File: config.mk
export PLATFORM = sky130hd
export DESIGN_NAME = ps2_mode_controller
export DESIGN_NICKNAME = d
export VERILOG_FILES = /design/src/rtl/ps2_mode_controller.sv
export SDC_FILE = /design/constraint.sdc
export NUM_CORES = 1
export LEC_CHECK = 0
export ABC_AREA = 1
export BUFFER_PORTS_ARGS = -buffer_cell sky130_fd_sc_hd__buf_2
export CAP_MARGIN = 20
export CORE_ASPECT_RATIO = 0.6
export CORE_MARGIN = 4
export CORE_UTILIZATION = 36
export CTS_BUF_LIST = sky130_fd_sc_hd__clkbuf_8
export DETAILED_ROUTE_END_ITERATION = 10
export HOLD_SLACK_MARGIN = 0.03
export PLACE_DENSITY_LB_ADDON = 0.2
export SLEW_MARGIN = 20
export SYNTH_ARGS = -nofsm -noshare
export SYNTH_HDL_FRONTEND = slang
export SYNTH_SLANG_ARGS = --single-unit
export TNS_END_PERCENT = 10
File: constraint.sdc
create_clock -name CLOCK_50 -period 2.1 [get_ports CLOCK_50]
set_input_delay 0.21 -clock CLOCK_50 [delete_from_list [all_inputs] [get_ports CLOCK_50]]
set_output_delay 0.21 -clock CLOCK_50 [all_outputs]
set_load 0.05 [all_outputs]
File: src/rtl/ps2_mode_controller.sv
// ----------------------------------------------------------------------------
// ps2_mode_controller
//
// Keyboard mode sequencer for the step sequencer front panel. Watches the
// PS/2 receive byte stream and moves between IDLE and NUM_MODES one-hot
// modes. Edit modes forward make codes to the mode's decoder and leave on
// ENTER (commit). Hold modes ignore bytes and leave when the consumer's
// hold_active flag drops after having been seen high (commit). Break codes
// (F0 xx, E0 F0 xx) are swallowed; an E0 prefix is reported via key_ext.
//
// Optional feature (compile-time macro KEY_CANCEL_EN):
//   defined   - a non-break ESC (8'h76) cancels the active mode (cancel pulse)
//   undefined - ESC is ordinary data; cancel only comes from the timeout
//
// Parameters:
//   NUM_MODES    number of modes (1..8)
//   MODE_KEYS    byte i = entry make code of mode i
//   HOLD_MASK    bit i set = mode i is a hold mode, else an edit mode
//   BLINK_DIV    clock cycles per LED blink phase
//   TIMEOUT_CYC  edit-mode inactivity limit in cycles, 0 = no timeout
//
// Ports:
//   CLOCK_50     system clock, rising edge
//   nReset       synchronous active-low reset
//   rx_data      received PS/2 byte, valid while rx_en is high
//   rx_en        single-cycle receive strobe
//   hold_active  consumer busy flag, watched in hold modes
//   mode         one-hot active mode, zero = IDLE
//   entry        one-cycle pulse on entering mode i
//   commit       one-cycle pulse on leaving mode i by ENTER / hold release
//   cancel       one-cycle pulse on leaving mode i by timeout / ESC
//   key_data     forwarded make code (held until next key_valid)
//   key_ext      key_data was preceded by E0
//   key_valid    one-cycle pulse qualifying key_data / key_ext
//   led          1 for inactive modes, blink phase for the active mode
// ----------------------------------------------------------------------------
module ps2_mode_controller #(
    parameter int                       NUM_MODES   = 4,
    parameter logic [NUM_MODES*8-1:0]   MODE_KEYS   = {8'h29, 8'h3A, 8'h32, 8'h4B},
    parameter logic [NUM_MODES-1:0]     HOLD_MASK   = 4'b1000,
    parameter int                       BLINK_DIV   = 1_250_000,
    parameter int unsigned              TIMEOUT_CYC = 0
) (
    input  logic                    CLOCK_50,
    input  logic                    nReset,
    input  logic [7:0]              rx_data,
    input  logic                    rx_en,
    input  logic                    hold_active,
    output logic [NUM_MODES-1:0]    mode,
    output logic [NUM_MODES-1:0]    entry,
    output logic [NUM_MODES-1:0]    commit,
    output logic [NUM_MODES-1:0]    cancel,
    output logic [7:0]              key_data,
    output logic                    key_ext,
    output logic                    key_valid,
    output logic [NUM_MODES-1:0]    led
);

    localparam int IDX_W = (NUM_MODES > 1) ? $clog2(NUM_MODES) : 1;
    localparam int BW    = (BLINK_DIV > 1) ? $clog2(BLINK_DIV) : 1;
    localparam logic [BW-1:0] BLINK_LAST = BW'(BLINK_DIV - 1);
    localparam bit   TO_EN = (TIMEOUT_CYC != 0);

    localparam logic [7:0] K_EXT   = 8'hE0;
    localparam logic [7:0] K_BRK   = 8'hF0;
    localparam logic [7:0] K_ENTER = 8'h5A;
`ifdef KEY_CANCEL_EN
    localparam logic [7:0] K_ESC   = 8'h76;
`endif

    typedef enum logic [1:0] {
        ST_IDLE,
        ST_EDIT,
        ST_HOLD
    } state_t;

    function automatic logic [NUM_MODES-1:0] onehot(input logic [IDX_W-1:0] idx);
        logic [NUM_MODES-1:0] o;
        o = '0;
        for (int i = 0; i < NUM_MODES; i++)
            if (idx == IDX_W'(i)) o[i] = 1'b1;
        return o;
    endfunction

    // ---------------- state ----------------
    state_t             state_q, state_d;
    logic [IDX_W-1:0]   idx_q, idx_d;
    logic               armed_q, armed_d;
    logic               ext_q, ext_d;
    logic               brk_q, brk_d;
    logic [31:0]        to_cnt_q, to_cnt_d;
    logic [BW-1:0]      blink_cnt_q, blink_cnt_d;
    logic               phase_q, phase_d;

    logic [NUM_MODES-1:0] mode_d, entry_d, commit_d, cancel_d, led_d;
    logic [7:0]           key_data_d;
    logic                 key_ext_d, key_valid_d;

    // ---------------- byte classification ----------------
    logic is_ext, is_brk, key_evt;
    assign is_ext  = rx_en && (rx_data == K_EXT);
    assign is_brk  = rx_en && (rx_data == K_BRK);
    // A real make code: not a prefix and not the tail of a break sequence.
    assign key_evt = rx_en && !is_ext && !is_brk && !brk_q;

    logic [NUM_MODES-1:0] key_match;
    genvar g;
    generate
        for (g = 0; g < NUM_MODES; g++) begin : g_match
            assign key_match[g] = key_evt && (rx_data == MODE_KEYS[8*g +: 8]);
        end
    endgenerate

    // Lowest matching index wins.
    logic             match_any;
    logic [IDX_W-1:0] match_idx;
    always_comb begin
        match_any = 1'b0;
        match_idx = '0;
        for (int i = NUM_MODES - 1; i >= 0; i--) begin
            if (key_match[i]) begin
                match_any = 1'b1;
                match_idx = IDX_W'(i);
            end
        end
    end

    logic to_hit;
    assign to_hit = TO_EN && (to_cnt_q == 32'(TIMEOUT_CYC));

    // ---------------- prefix flags ----------------
    always_comb begin
        ext_d = ext_q;
        brk_d = brk_q;
        if (rx_en) begin
            if (is_ext) begin
                ext_d = 1'b1;
            end else if (is_brk) begin
                brk_d = 1'b1;
            end else begin
                ext_d = 1'b0;
                brk_d = 1'b0;
            end
        end
    end

    // ---------------- mode FSM ----------------
    always_comb begin
        state_d     = state_q;
        idx_d       = idx_q;
        armed_d     = armed_q;
        entry_d     = '0;
        commit_d    = '0;
        cancel_d    = '0;
        key_valid_d = 1'b0;
        key_data_d  = key_data;
        key_ext_d   = key_ext;

        case (state_q)
            ST_IDLE: begin
                if (match_any) begin
                    state_d = HOLD_MASK[match_idx] ? ST_HOLD : ST_EDIT;
                    idx_d   = match_idx;
                    armed_d = 1'b0;
                    entry_d = onehot(match_idx);
                end
            end

            ST_EDIT: begin
                // ENTER outranks the timeout; a stale byte that lands on the
                // timeout cycle is dropped along with the mode.
                if (key_evt && rx_data == K_ENTER) begin
                    commit_d = onehot(idx_q);
                    state_d  = ST_IDLE;
`ifdef KEY_CANCEL_EN
                end else if (key_evt && rx_data == K_ESC) begin
                    cancel_d = onehot(idx_q);
                    state_d  = ST_IDLE;
`endif
                end else if (to_hit) begin
                    cancel_d = onehot(idx_q);
                    state_d  = ST_IDLE;
                end else if (key_evt) begin
                    key_valid_d = 1'b1;
                    key_data_d  = rx_data;
                    key_ext_d   = ext_q;
                end
            end

            ST_HOLD: begin
                // Release outranks everything; any byte this cycle is lost.
                if (armed_q && !hold_active) begin
                    commit_d = onehot(idx_q);
                    state_d  = ST_IDLE;
                    armed_d  = 1'b0;
`ifdef KEY_CANCEL_EN
                end else if (key_evt && rx_data == K_ESC) begin
                    cancel_d = onehot(idx_q);
                    state_d  = ST_IDLE;
                    armed_d  = 1'b0;
`endif
                end else if (hold_active) begin
                    armed_d = 1'b1;
                end
            end

            default: begin
                state_d = ST_IDLE;
                armed_d = 1'b0;
            end
        endcase

        mode_d = (state_d == ST_IDLE) ? '0 : onehot(idx_d);
    end

    // ---------------- timeout and blink counters ----------------
    always_comb begin
        to_cnt_d = rx_en ? 32'd0 : to_cnt_q + 32'd1;

        blink_cnt_d = blink_cnt_q + BW'(1);
        phase_d     = phase_q;
        if (blink_cnt_q == BLINK_LAST) begin
            blink_cnt_d = '0;
            phase_d     = ~phase_q;
        end

        // Built from next-state values so led always agrees with mode.
        for (int i = 0; i < NUM_MODES; i++)
            led_d[i] = mode_d[i] ? phase_d : 1'b1;
    end

    // ---------------- registers ----------------
    always_ff @(posedge CLOCK_50) begin
        if (!nReset) begin
            state_q     <= ST_IDLE;
            idx_q       <= '0;
            armed_q     <= 1'b0;
            ext_q       <= 1'b0;
            brk_q       <= 1'b0;
            to_cnt_q    <= '0;
            blink_cnt_q <= '0;
            phase_q     <= 1'b0;
            mode        <= '0;
            entry       <= '0;
            commit      <= '0;
            cancel      <= '0;
            key_data    <= '0;
            key_ext     <= 1'b0;
            key_valid   <= 1'b0;
            led         <= '0;
        end else begin
            state_q     <= state_d;
            idx_q       <= idx_d;
            armed_q     <= armed_d;
            ext_q       <= ext_d;
            brk_q       <= brk_d;
            to_cnt_q    <= to_cnt_d;
            blink_cnt_q <= blink_cnt_d;
            phase_q     <= phase_d;
            mode        <= mode_d;
            entry       <= entry_d;
            commit      <= commit_d;
            cancel      <= cancel_d;
            key_data    <= key_data_d;
            key_ext     <= key_ext_d;
            key_valid   <= key_valid_d;
            led         <= led_d;
        end
    end

endmodule

# Word-level counts from Yosys, hierarchy flattened
# Cells that the tools add are included.
[totals] out_inout_bits=30 wordCells=116 regBits=55
[op_classes] reduce_logical=27 magnitude_cmp=1 n_mux=46 n_eq_ne=22 n_bitwise=5 add_sub_neg=1
[op_table] cell="2-to-1 mux 1 bit" n=29
[op_table] cell="equality test 8 x 6 -> 1 bit, second input constant" n=3
[op_table] cell="adder 21 x 1 -> 21 bit, second input constant" n=1
[op_table] cell="equality test 21 bit, second input constant" n=1
[op_table] cell="2-to-1 mux 2 bit" n=10
[op_table] cell="equality test 8 x 7 -> 1 bit, second input constant" n=2
[op_table] cell="equality test 8 bit, second input constant" n=2
[op_table] cell="equality test 2 bit, second input constant" n=7
[op_table] cell="2-to-1 mux 4 bit" n=3
[op_table] cell="logical AND 1 bit" n=11
[op_table] cell="logical NOT 2 bit" n=5
[op_table] cell="AND reduction 3 bit" n=3
[op_table] cell="equality test 2 x 1 -> 1 bit, second input constant" n=4
[op_table] cell="one-hot mux 4 bit (2 select lines)" n=1
[op_table] cell="one-hot mux 2 bit (3 select lines)" n=1
[op_table] cell="inverter 1 bit" n=5
[op_table] cell="logical NOT 1 bit" n=4
[op_table] cell="!= test 2 bit, second input constant" n=2
[op_table] cell="AND reduction 2 bit" n=2
[op_table] cell="less-than comparator 2 x 3 -> 1 bit, second input constant" n=1
[op_table] cell="!= test 3 bit, second input constant" n=1
[op_table] cell="one-hot mux 1 bit (3 select lines)" n=1
[op_table] cell="OR reduction 3 bit" n=1
[op_table] cell="binary-select mux 1 bit (select 2 bit)" n=1
[op_table] cell="OR reduction 2 bit" n=1

# Logic depth before layout (Yosys ltp)
[depth] depth_word=19 mapped_depth=15 mapped_depth_nobuf=15

# Worst setup path after synthesis
# Ideal clock, no wire load.
[synth_path] path_kind="register to register" start="register blink_cnt_q[0]" end="register blink_cnt_q[20]" n_path_buf=0 arrival_time_ns=1.603 path_slack_ns=0.376 required_ns=1.978 stages_incl_launch_ff=15 path_cell_list="dfxtp_1 > ha_1 > nand2_1 > inv_2 > nand2_4 > nor2_4 > nand2_2 > nor2_2 > inv_2 > nor3_4 > nand2_2 > nor2_4 > inv_2 > nor3_1 > nor3b_2"
[synth_between] elab_chain_len=2
[synth_lines] element="start, declared" line="92" source="logic [BW-1:0] blink_cnt_q, blink_cnt_d;"
[synth_lines] element="start signal, assigned" line="258" source="blink_cnt_q <= blink_cnt_d;"
[synth_lines] element="parallel branches: the longest is 2 deep, another holds adder 21 x 1 -> 21 bit"
# Several ways; the timed one is not identified.
# A chain may end at the register's enable or synchronous reset.

# Final worst setup path
# Ends and elaborated chain as after synthesis.

==> results.py <==
metrics = {
    "timing": {
        "relSlewSlack_pct": 62.31,
        "finalCritPeriodShare_pct": 89.69,
        "rsz0062_at_grt": "false",
        "finalCriticalPeriod_ps": 1883,
        "setup_viol": 0,
        "layout_setup_ws_ps": 216.5,
        "maxSlewViolCount": 0,
        "skew_ps": 5.412,
        "tns_ps": 0,
        "holdWs_ps": 187.9,
        "worst_pin_slew_ps": 563.6,
        "final_hold_viol_count": 0,
        "max_freq_ghz": 0.5309,
    },
    "logic_synthesis": {
        "yosys-top-cells-area": "dfxtp_1 (43%), nand2_1 (9.3%), inv_1 (7.4%)",
        "syn_inst": 348,
        "ys_seq_elements": 55,
        "yosys_warnings": 0,
        "synth_common_cells": "nand2_1 (64), dfxtp_1 (55), inv_1 (51)",
        "yosysSeqAreaShare_pct": 42.70,
        "yosys.area.top_type": "dfxtp_1",
        "synth-async-reset-ratio_pct": 0,
        "netlist_area_um2": 2579,
        "post_synth_num_cell_types": 35,
        "synth_top_cell_area_share_pct": 42.70,
        "yosysMostFrequentCell": "nand2_1",
        "syn_area_per_cell_um2": 7.410,
        "ys.flop_type": "dfxtp_1",
        "synth_edf_count": 0,
    },
    "finish": {
        "nFillCells": 716,
        "multi_input_area_um2": 1210,
        "final_cells": 474,
        "ff_latch_area_um2": 1102,
        "fin_util_pct": 42.85,
        "syn2layout_area_growth_pct": 13.34,
        "num_antenna_cells": 0,
        "drive_gt1_share_pct": 19.90,
        "final_nets": 404,
    },
    "clocking": {
        "cts_tree": "built",
        "cts_made_buffers": 5,
        "clockBufferDepth": 2,
        "clock_sinks": 55,
        "insertion_delay_ps": 290,
        "post-cts-setup-buffers": 0,
        "clk_pin_slew_worst_paths_ps": 90,
        "hold_buffers": 0,
        "root_buffer": "clkbuf_8",
        "htreeDepth": 2,
    },
    "critical_path": {
        "setup.worst_path.class": "flip-flop to flip-flop",
        "cpPeakStageDelay_ps": 350,
        "crit_top_cell": "inv_2",
        "worstPathCellList": "ha_1 > nand2_1 > inv_2 > nand2_4 > nor2_4 > nand2_2 > nor2_2 > inv_2 > nor3_4 > nand2_2 > nor2_4 > inv_2 > nor3_1 > nor3b_2",
        "end_kind": "flip-flop",
        "cp.required_ps": 2290,
        "regToRegSetupSlack_ps": 220,
        "arrival_ps": 2070,
        "worstSetupStartpointType": "flip-flop",
        "crit_slowest_cell": "dfxtp_2",
        "cp_max_fo": 3,
    },
    "global_route": {
        "met3_usage_pct": 3.704,
        "gr-usage-met2_pct": 18.30,
        "grt-busiest-layer": "met1",
        "grt_remaining_overflow": 0,
        "grt_pass1_vias": 1978,
        "grt_pass1_wl_um": 9349,
        "grt_max_degree": 22,
        "grt_usage_pct": 13.79,
        "grt_use_met1_pct": 21.68,
        "antenna_found_initial": 0,
    },
    "die": {
        "fp.dieW_um": 117.3,
        "row_count": 23,
        "die_h_um": 73.56,
        "dieArea_um2": 8626,
        "core-area_um2": 6820,
        "start_util_pct": 37.81,
        "num_io_pins": 42,
    },
    "placed_design": {
        "io_buffers": 37,
        "post-place-ws_ps": 194.6,
        "placedCellCount": 467,
        "dp_hpwl_um": 4292,
        "place.gp.congestion": 0.8580,
    },
    "power": {
        "max-vdd-ir-drop_v": 0.0002591,
        "power.density_nw_per_um2": 604.8,
        "cellLeakagePower_nw": 1.352,
    },
    "detailed_routing": {
        "routed_wl_um": 5418,
        "vias": 2158,
        "drt_pass1_iterations": 4,
        "ant_nets": 0,
        "vias_per_cell": 4.553,
        "wire_per_inst_um": 11.43,
        "drc": 0,
        "first_iter_violations": 78,
    },
    "flow_run": {
        "cap_violations": 0,
    },
    "outcome": {
        "status": "finished clean",
    },
    "min_path": {
        "min_path_type": "input port to flip-flop",
    },
}
-- state kept, by name (all words and copies together), names as in the netlist, 2 cells and up --
register     flops
commit           4
led              4
blink_cnt_q     21
state_q          2
mode             4
entry            4
idx_q            2
key_data         8
-- where the power goes --
part           internal, mW  switching (mW)  leakage [nW]
clock                 0.260           0.317        0.0470
combinational        0.0312          0.0998         0.860
sequential             1.05         0.00620         0.445
total                  1.35           0.423          1.35
-- path summary, 6_finish.rpt --
path                   from              end  depth (start not counted)
max reg2reg  blink_cnt_q[0]  blink_cnt_q[20]                         14
min              rx_data[7]      key_data[7]                          3
max          blink_cnt_q[0]  blink_cnt_q[20]                         14
min reg2reg  blink_cnt_q[0]   blink_cnt_q[0]                          1
-- layout make-up --
cell class	instances	area share, %
well taps	87	3.724
repair buffers	39	6.849
inverters	57	7.320
flip-flops and latches	55	37.71
clock buffers	6	2.825
multi-input cells	229	41.40
clock inverters	1	0.1712
-- stage by stage --
step | area, um2 | power, mW
floorplan | 2590 | 1.185
global placement | 2834 | 1.214
detailed placement | 2834 | 1.215
CTS | 2922 | 1.805
global route | 2923 | 1.865
finish | 2923 | 1.768
-- critical path, delay by kind of cell (launching register included) --
kind          cells  cell delay (ps)
fa+ha+maj         1              160
buf+inv           3              190
flops             1              350
simple gates     10             1090
-- kinds of logic (layout without fill, tap and decap cells) --
kind of cell	Yosys count	after routing	synth area share, %
and+or+nand+nor	174	174	33.38
buffers and inverters	67	103	10.82
DFF	55	55	42.70
AOI/OAI and AO/OA	40	40	8.491
xor gates and xnor gates	6	6	2.038
adders and majority gates	5	5	2.426
other	1	4	0.1454
-- per-layer routing --
metal / vias to the layer above / wire length [um]
met5: - / 0
met4: 0 / 29
met3: 2 / 251
met2: 45 / 1946
met1: 942 / 3190
li1: 1169 / -
-- repair_timing --
item / in CTS / in global routing
setup endpoints to repair: 0 / 2
hold endpoints to repair: 0 / 0
gates resized for setup: 0 / 1
-- layout by cell type, fill, tap and decap left out, drive strengths merged --
| cell | instances |
|---|---|
| xor2 | 3 |
| clkbuf | 6 |
| nor4 | 5 |
| a211oi | 1 |
| buf | 39 |
| clkinv | 1 |
| a21oi | 19 |
| o31ai | 1 |
| o211ai | 1 |
| dfxtp | 55 |
| nand4 | 6 |
| nand3 | 21 |
| nand2 | 72 |
| nor2 | 52 |
| ha | 5 |
| a311oi | 1 |
| nor3 | 12 |
| o21ai | 17 |
| nor3b | 5 |
| conb | 4 |
| inv | 57 |
| or2 | 1 |
| xnor2 | 3 |
(Power assumes the default switching activity.)
